File: src/rtl/ps2_host_tx.sv
// PS/2 host-to-device transmitter: inhibits the clock, issues a start bit, shifts a
// command byte with odd parity on device clock edges, then checks the device ACK.
module ps2_host_tx #(
    parameter int INHIBIT_CYCLES = 5000,
    parameter int TIMEOUT_CYCLES = 1000000
) (
    input  logic       clk,
    input  logic       rst,
    input  logic       ps2_clk_in,
    input  logic       ps2_dat_in,
    output logic       ps2_clk_oe,
    output logic       ps2_dat_oe,
    input  logic [7:0] data,
    input  logic       send,
    output logic       busy,
    output logic       done,
    output logic       ack_ok,
    output logic       error
);

    localparam int INH_W = (INHIBIT_CYCLES > 1) ? $clog2(INHIBIT_CYCLES) : 1;
    localparam int TO_W  = (TIMEOUT_CYCLES > 1) ? $clog2(TIMEOUT_CYCLES) : 1;
    localparam logic [INH_W-1:0] INH_LAST = INH_W'(INHIBIT_CYCLES - 1);
    localparam logic [TO_W-1:0]  TO_LAST  = TO_W'(TIMEOUT_CYCLES - 1);

    typedef enum logic [2:0] {
        S_IDLE,
        S_INHIBIT,
        S_REQ,
        S_SHIFT,
        S_ACK,
        S_RELEASE
    } state_e;

    state_e           state_q, state_d;
    logic [2:0]       clk_sync_q, clk_sync_d;
    logic [1:0]       dat_sync_q, dat_sync_d;
    logic [7:0]       shift_q, shift_d;
    logic             par_q, par_d;
    logic [3:0]       bit_idx_q, bit_idx_d;
    logic [INH_W-1:0] inh_cnt_q, inh_cnt_d;
    logic [TO_W-1:0]  to_cnt_q, to_cnt_d;
    logic             drv_low_q, drv_low_d;
    logic             done_q, done_d;
    logic             ack_ok_q, ack_ok_d;
    logic             error_q, error_d;

    logic clk_s;
    logic dat_s;
    logic fall;

    // Extra clock stage beyond the 2-FF synchronizer gives the falling-edge reference.
    always_comb begin
        clk_sync_d = {clk_sync_q[1:0], ps2_clk_in};
        dat_sync_d = {dat_sync_q[0], ps2_dat_in};
    end

    assign clk_s = clk_sync_q[1];
    assign dat_s = dat_sync_q[1];
    assign fall  = clk_sync_q[2] & ~clk_sync_q[1];

    always_ff @(posedge clk) begin
        if (rst) begin
            state_q    <= S_IDLE;
            clk_sync_q <= 3'b111;
            dat_sync_q <= 2'b11;
            bit_idx_q  <= '0;
            inh_cnt_q  <= '0;
            to_cnt_q   <= '0;
            drv_low_q  <= 1'b0;
            done_q     <= 1'b0;
            ack_ok_q   <= 1'b0;
            error_q    <= 1'b0;
        end else begin
            state_q    <= state_d;
            clk_sync_q <= clk_sync_d;
            dat_sync_q <= dat_sync_d;
            bit_idx_q  <= bit_idx_d;
            inh_cnt_q  <= inh_cnt_d;
            to_cnt_q   <= to_cnt_d;
            drv_low_q  <= drv_low_d;
            done_q     <= done_d;
            ack_ok_q   <= ack_ok_d;
            error_q    <= error_d;
        end
    end

    always_ff @(posedge clk) begin
        shift_q <= shift_d;
        par_q   <= par_d;
    end

    always_comb begin
        state_d   = state_q;
        shift_d   = shift_q;
        par_d     = par_q;
        bit_idx_d = bit_idx_q;
        inh_cnt_d = inh_cnt_q;
        to_cnt_d  = to_cnt_q;
        drv_low_d = drv_low_q;
        done_d    = 1'b0;
        ack_ok_d  = ack_ok_q;
        error_d   = error_q;

        case (state_q)
            S_IDLE: begin
                if (send) begin
                    shift_d   = data;
                    par_d     = ~^data;
                    ack_ok_d  = 1'b0;
                    error_d   = 1'b0;
                    inh_cnt_d = '0;
                    to_cnt_d  = '0;
                    bit_idx_d = '0;
                    state_d   = S_INHIBIT;
                end
            end
            S_INHIBIT: begin
                if (inh_cnt_q == INH_LAST) begin
                    state_d = S_REQ;
                end else begin
                    inh_cnt_d = inh_cnt_q + 1'b1;
                end
            end
            S_REQ: begin
                state_d   = S_SHIFT;
                to_cnt_d  = '0;
                bit_idx_d = '0;
                drv_low_d = 1'b1;
            end
            S_SHIFT, S_ACK, S_RELEASE: begin
                if (to_cnt_q == TO_LAST) begin
                    state_d  = S_IDLE;
                    error_d  = 1'b1;
                    ack_ok_d = 1'b0;
                    done_d   = 1'b1;
                end else begin
                    to_cnt_d = to_cnt_q + 1'b1;
                    if (state_q == S_SHIFT) begin
                        if (fall) begin
                            // Index 0-7 data LSB first, 8 parity, 9 stop (line released).
                            if (bit_idx_q < 4'd8) begin
                                drv_low_d = ~shift_q[bit_idx_q[2:0]];
                            end else if (bit_idx_q == 4'd8) begin
                                drv_low_d = ~par_q;
                            end else begin
                                drv_low_d = 1'b0;
                                state_d   = S_ACK;
                            end
                            if (bit_idx_q != 4'hF) begin
                                bit_idx_d = bit_idx_q + 1'b1;
                            end
                        end
                    end else if (state_q == S_ACK) begin
                        if (fall) begin
                            ack_ok_d = ~dat_s;
                            state_d  = S_RELEASE;
                        end
                    end else begin
                        if (clk_s && dat_s) begin
                            state_d = S_IDLE;
                            done_d  = 1'b1;
                        end
                    end
                end
            end
            default: state_d = S_IDLE;
        endcase
    end

    always_comb begin
        busy       = (state_q != S_IDLE);
        ps2_clk_oe = (state_q == S_INHIBIT) || (state_q == S_REQ);
        ps2_dat_oe = (state_q == S_REQ) || ((state_q == S_SHIFT) && drv_low_q);
        done       = done_q;
        ack_ok     = ack_ok_q;
        error      = error_q;
    end

endmodule
File: config.mk
export PLATFORM = sky130hd
export DESIGN_NAME = ps2_host_tx
export DESIGN_NICKNAME = d
export VERILOG_FILES = /design/src/rtl/ps2_host_tx.sv
export SDC_FILE = /design/constraint.sdc
export NUM_CORES = 1
export LEC_CHECK = 0
export CAP_MARGIN = 25
export CELL_PAD_IN_SITES_DETAIL_PLACEMENT = 1
export CELL_PAD_IN_SITES_GLOBAL_PLACEMENT = 1
export CORE_ASPECT_RATIO = 0.8
export CORE_UTILIZATION = 47
export DETAILED_ROUTE_END_ITERATION = 6
export DONT_BUFFER_PORTS = 1
export PLACE_DENSITY_LB_ADDON = 0.1
export SLEW_MARGIN = 15
export SYNTH_ARGS = -nofsm -noshare
export SYNTH_HDL_FRONTEND = slang
export SYNTH_SLANG_ARGS = --single-unit
File: constraint.sdc
create_clock -name clk -period 2.83 [get_ports clk]
set_input_delay 0.566 -clock clk [delete_from_list [all_inputs] [get_ports clk]]
set_output_delay 0.566 -clock clk [all_outputs]
set_load 0.02 [all_outputs]
After elaboration in Yosys (flattened, before gate mapping)
Index checks and enable logic that the tools add are counted.
W data, S select, Z words.
{"block": "word_totals", "ff_bits": 58, "input_bits": 13, "out_inout_bits": 6, "elab_cells": 112}
{"block": "op_classes", "add_sub_neg": 3, "n_lt_le_gt_ge": 2, "eq_ne": 25, "mux": 43, "bitwise": 6, "n_reduce_logical": 21}
{"operator": "$pmux W20 S3", "count": 1}
{"operator": "$mux W20", "count": 2}
{"operator": "$mux W3", "count": 10}
{"operator": "$mux W13", "count": 2}
{"operator": "$pmux W13 S2", "count": 1}
{"operator": "$add A20 B1 Y20 const B", "count": 1}
{"operator": "$eq A20 B20 Y1 const B", "count": 1}
{"operator": "$mux W4", "count": 5}
{"operator": "$ne A4 B4 Y1 const B", "count": 5}
{"operator": "$mux W1", "count": 16}
{"operator": "$ne A2 B2 Y1 const B", "count": 8}
{"operator": "$add A13 B1 Y13 const B", "count": 1}
{"operator": "$eq A13 B13 Y1 const B", "count": 1}
{"operator": "$pmux W3 S4", "count": 1}
{"operator": "$pmux W4 S3", "count": 1}
{"operator": "$ne A3 B3 Y1 const B", "count": 3}
{"operator": "$reduce_and A3 Y1", "count": 3}
{"operator": "$reduce_xnor A8 Y1", "count": 1}
{"operator": "$reduce_and A7 Y1", "count": 1}
{"operator": "$eq A3 B2 Y1 const B", "count": 2}
{"operator": "$eq A3 B3 Y1 const B", "count": 2}
{"operator": "$pmux W1 S2", "count": 3}
{"operator": "$reduce_and A6 Y1", "count": 1}
{"operator": "$reduce_bool A2 Y1", "count": 3}
{"operator": "other kinds (18)", "count": 25}

Depth between registers and ports, before layout
{"block": "depth", "word_depth": 8, "depth_mapped": 8, "depth_no_buf": 7}

Worst setup path before layout
No wires, ideal clock.
{"block": "synth_timing", "path_kind": "register to register", "startpoint": "reg to_cnt_q[6]", "endpoint": "reg state_q[2]", "arrival_time_ns": 2.001, "setup_slack_ns": 0.711, "path_stages_with_launch": 6, "n_path_buf": 0, "synth_period_minus_slack_ns": 2.119, "path_cell_list": "dfxtp_1 -> or4b_4 -> or4_4 -> o22ai_2 -> o311ai_1 -> a32o_1"}
{"block": "synth_via", "elab_chain_len": 3, "elab_cells_between_ends": 9}
{"item": "start: declaration", "line": "42", "text": "logic [TO_W-1:0] to_cnt_q, to_cnt_d;"}
{"item": "start signal: assignment", "line": "80", "text": "to_cnt_q <= to_cnt_d;"}
{"item": "$eq A20 B20 Y1 *", "line": "132", "text": "if (to_cnt_q == TO_LAST) begin"}
{"item": "$ne A5 B5 Y1 (no line) (tied with other cells)"}
{"item": "$reduce_and A7 Y1 (no line) or $pmux W3 S4 (tied branches)"}
{"item": "end signal: assignment", "line": "75", "text": "state_q <= state_d;"}
{"item": "end: declaration", "line": "35", "text": "state_e state_q, state_d;"}
Mark *: on every way between the ends. The rest lies on a longest branch, timed or not.
A chain may end at the register's enable or synchronous reset.

Worst setup path in the final report
{"block": "layout_timing", "startpoint": "reg state_q[1]", "endpoint": "reg to_cnt_q[9]"}
{"block": "layout_via", "elab_chain_len": 4, "elab_cells_between_ends": 11}
{"item": "$eq A3 B2 Y1 or $eq A3 B3 Y1 (tied branches)", "line": "105", "text": "case (state_q)"}
{"item": "$reduce_or A3 Y1", "line": "105"}
{"item": "$ne A2 B2 Y1 (no line) or $reduce_bool A3 Y1 (tied branches)"}
{"item": "$reduce_and A3 Y1 (no line)"}
Parallel ways exist; a longest one is shown, timed or not.

==> impl_metrics.toml <==
[outcome]
status = "finished, final reports clean"

[power]
clockPowerShare_pct = 36.2
pwr-share-seq_pct = 43.2
switching_share_pct = 31.38
p_per_area_nw_per_um2 = 692.1
p_sw_uw = 713.9
pwr-share-comb_pct = 20.5
peakVddDrop_mv = 0.2847
intPower_mw = 1.561
power.leakage_nw = 1.068
power_mw = 2.275

[cts]
insertion_delay_ns = 0.35
postCtsSetupBuffers = 0
tritoncts = "built"
htreeDepth = 3
numCtsBuffers = 9
clockBufferDepth = 2
cts_resized = 0
hold_buffers = 0
clk_pin_slew_worst_paths_ns = 0.07
cts-root-buf = "clkbuf_8"
cts_sinks = 58

[floorplanning]
pin_count = 19
die-area_um2 = 6707
num_rows = 25
core_area_um2 = 6037
die_width_um = 91.31
floorplan.die.height_um = 73.45
initial_core_util_pct = 49.68

[detailed_routing]
viasPerCell = 6.056
drc = 0
vias = 2507
ant_nets = 0
drt_first_pass_iters = 4
drtIter0Drc = 89
finalWirelength_um = 7330
wl_per_cell_um = 17.71

[worst_setup_path]
critPathRequiredTime_ns = 3.10
worst_setup_path_end_kind = "flip-flop"
crit_type = "reg -> reg"
r2r_slack_ns = 0.52
crit_slowest_cell = "dfxtp_1"
worst-path-max-fanout = 16
slowest_delay_ns = 0.69
crit_start = "state_q[1]"
cp.arrival_ns = 2.58
worstSetupStartpointType = "flip-flop"
r2r_start = "state_q[1]"
path_cells = "nor2b_1, nand2b_1, a31o_2, or4_1, a21oi_1"

[global_routing]
antenna_found_initial = 0
grt_overflow = 0
grt_pass1_vias = 2450
grt_pass1_wl_um = 12240
grt_max_degree = 23
grtUsageTotal_pct = 23.90

[sta]
finalMaxSlewViolations = 0
hold_viol_final = 0
fin_crit_ns = 2.307
finalSetupTns_ns = 0
fin_crit_sh_pct = 81.52
worstMarginPinSlew_ns = 0.6412
fin_worst_skew_ns = 0.01143
rsz0062_at_grt = "no"
setup_violations = 0
relSlewSlack_pct = 57.21
fmax_mhz = 433.5

[yosys]
ys_async_sr_fraction_pct = 0
yosysTopAreaCell = "dfxtp_1"
ys_ff_latch = 58
ys_warn_count = 0
ys_top_cells_by_area = "dfxtp_1, edfxtp_1, xnor2_1, nor2_1, xor2_1"
yosysSeqAreaShare_pct = 41.72
avgSynthCellArea_um2 = 9.116
synth_edf_count = 9
synth_cell_types = 59
synth_top_area_share_pct = 32.71
syn-cell-area_um2 = 2999
mappedNetlistNets = 346
syn_inst = 329
ys.flop_type = "dfxtp_1"

[place]
detailed_place_hpwl_um = 5025
io_buffers = 0
gp_congestion = 0.8890

[layout]
layout.nets = 345
diodes = 0
drive_gt1_share_pct = 12.01
area_growth_pct = 9.595
fillCellCount = 716

[job]
cap_violations = 0

[worst_hold_path]
min_from = "rst"
hold_path_class = "in -> reg"
-- power groups by stage --
stage / Sequential, mW / Clock, mW / Combinational (mW)
finish: 0.984 / 0.824 / 0.467
global route: 0.993 / 0.874 / 0.511
CTS: 0.983 / 0.848 / 0.467
detailed placement: 0.999 / 0 / 0.459
global placement: 0.997 / 0 / 0.452
floorplan: 0.952 / 0 / 0.378
-- final cells by class --
cell class	count	area [um2]	area share, %
clock buffer	10	127.6	3.883
tap	81	101.3	3.083
timing repair buffer	5	37.54	1.142
clock inverter	6	81.33	2.474
multi-input combinational	248	1665	50.67
sequential	58	1251	38.07
inverter	6	22.52	0.6852
-- per-layer routing --
metal | track usage, % | wire length (um)
met5 | 0 | 0
met4 | 8.995 | 89
met3 | 7.039 | 309
met2 | 37.21 | 3308
met1 | 31.72 | 3623
-- critical path, delay by kind of cell, from the launching register on --
| kind | cells | cell delay [ns] |
|---|---|---|
| flops | 1 | 0.69 |
| simple gates | 3 | 1.00 |
| compound gates | 2 | 0.54 |
-- cells in the final DEF (no fill, tap or decap), types with 3 or more instances in the layout --
cell type  synthesis  layout
o2111ai_1          4       4
nor3_1             3       3
nand4_1            6       6
or2_2              8       8
o31ai_1            4       4
dfxtp_1           49      49
a21oi_1           16      16
o21ai_1            4       4
nand2_1           21      21
and3_1             8       8
a211oi_1           7       7
inv_1              6       6
xnor2_1           20      20
ha_1               4       4
o21ai_0            4       4
nand3_1           17      17
or4_1              9       9
buf_4              0       5
a31oi_1            5       5
nor2_1            34      34
xor2_1            11      11
or3_1              4       4
edfxtp_1           9       9
clkbuf_8           0       9
and4_1             3       3
nor2b_1            6       6
o211ai_1           7       7
nand2b_1           4       4
a2111oi_0          3       3
-- worst paths after layout --
check | cells after the start | end
max reg2reg | 5 | to_cnt_q[9]
max | 5 | to_cnt_q[9]
min | 1 | error
min reg2reg | 1 | dat_sync_q[1]
-- flip-flops by register name, summed over array words and instances, names as in the netlist --
signal      count
drv_low_q       1
ack_ok          1
error           1
bit_idx_q       4
done            1
clk_sync_q      3
state_q         3
inh_cnt_q      13
dat_sync_q      2
to_cnt_q       20
par_q           1
shift_q         8
-- Yosys cell counts (3+ instances only) --
| library cell | instances |
|---|---|
| a211oi_1 | 7 |
| a2111oi_0 | 3 |
| inv_1 | 6 |
| edfxtp_1 | 9 |
| nor3_1 | 3 |
| or4_1 | 9 |
| xnor2_1 | 20 |
| nand2_1 | 21 |
| o21ai_0 | 4 |
| clkbuf_1 | 14 |
| a21oi_1 | 16 |
| and3_1 | 8 |
| nand3_1 | 17 |
| or3_1 | 4 |
| and4_1 | 3 |
| o21ai_1 | 4 |
| a31oi_1 | 5 |
| nor2b_1 | 6 |
| nand2b_1 | 4 |
| nand4_1 | 6 |
| or2_2 | 8 |
| xor2_1 | 11 |
| dfxtp_1 | 49 |
| nor2_1 | 34 |
| o2111ai_1 | 4 |
| o31ai_1 | 4 |
| ha_1 | 4 |
| o211ai_1 | 7 |
-- kinds of logic after synthesis --
group           synth area share [%]
simple gates                   26.45
compound gates                 16.31
flops                          41.72
xor+xnor                       9.053
buf+inv                        2.962
fa+ha+maj                      1.669
mux                            1.836
-- stage by stage --
stage / instance area, um2 / util, % / instances / setup WS [ns] / hold slack [ns]
2_1_floorplan: 2999 / - / 329 / 0.7112 / 0.3895
3_3_place_gp: 3078 / 50.98 / 398 / 0.5905 / 0.3968
3_5_place_dp: 3078 / 50.98 / 398 / 0.5704 / 0.3966
4_1_cts: 3287 / 54.45 / 414 / 0.5448 / 0.2603
5_1_grt: 3287 / 54.45 / 414 / 0.2606 / 0.2658
6_report: 3287 / 54.45 / 414 / 0.5230 / 0.2766
No activity file was read; power rests on OpenSTA's default activity.
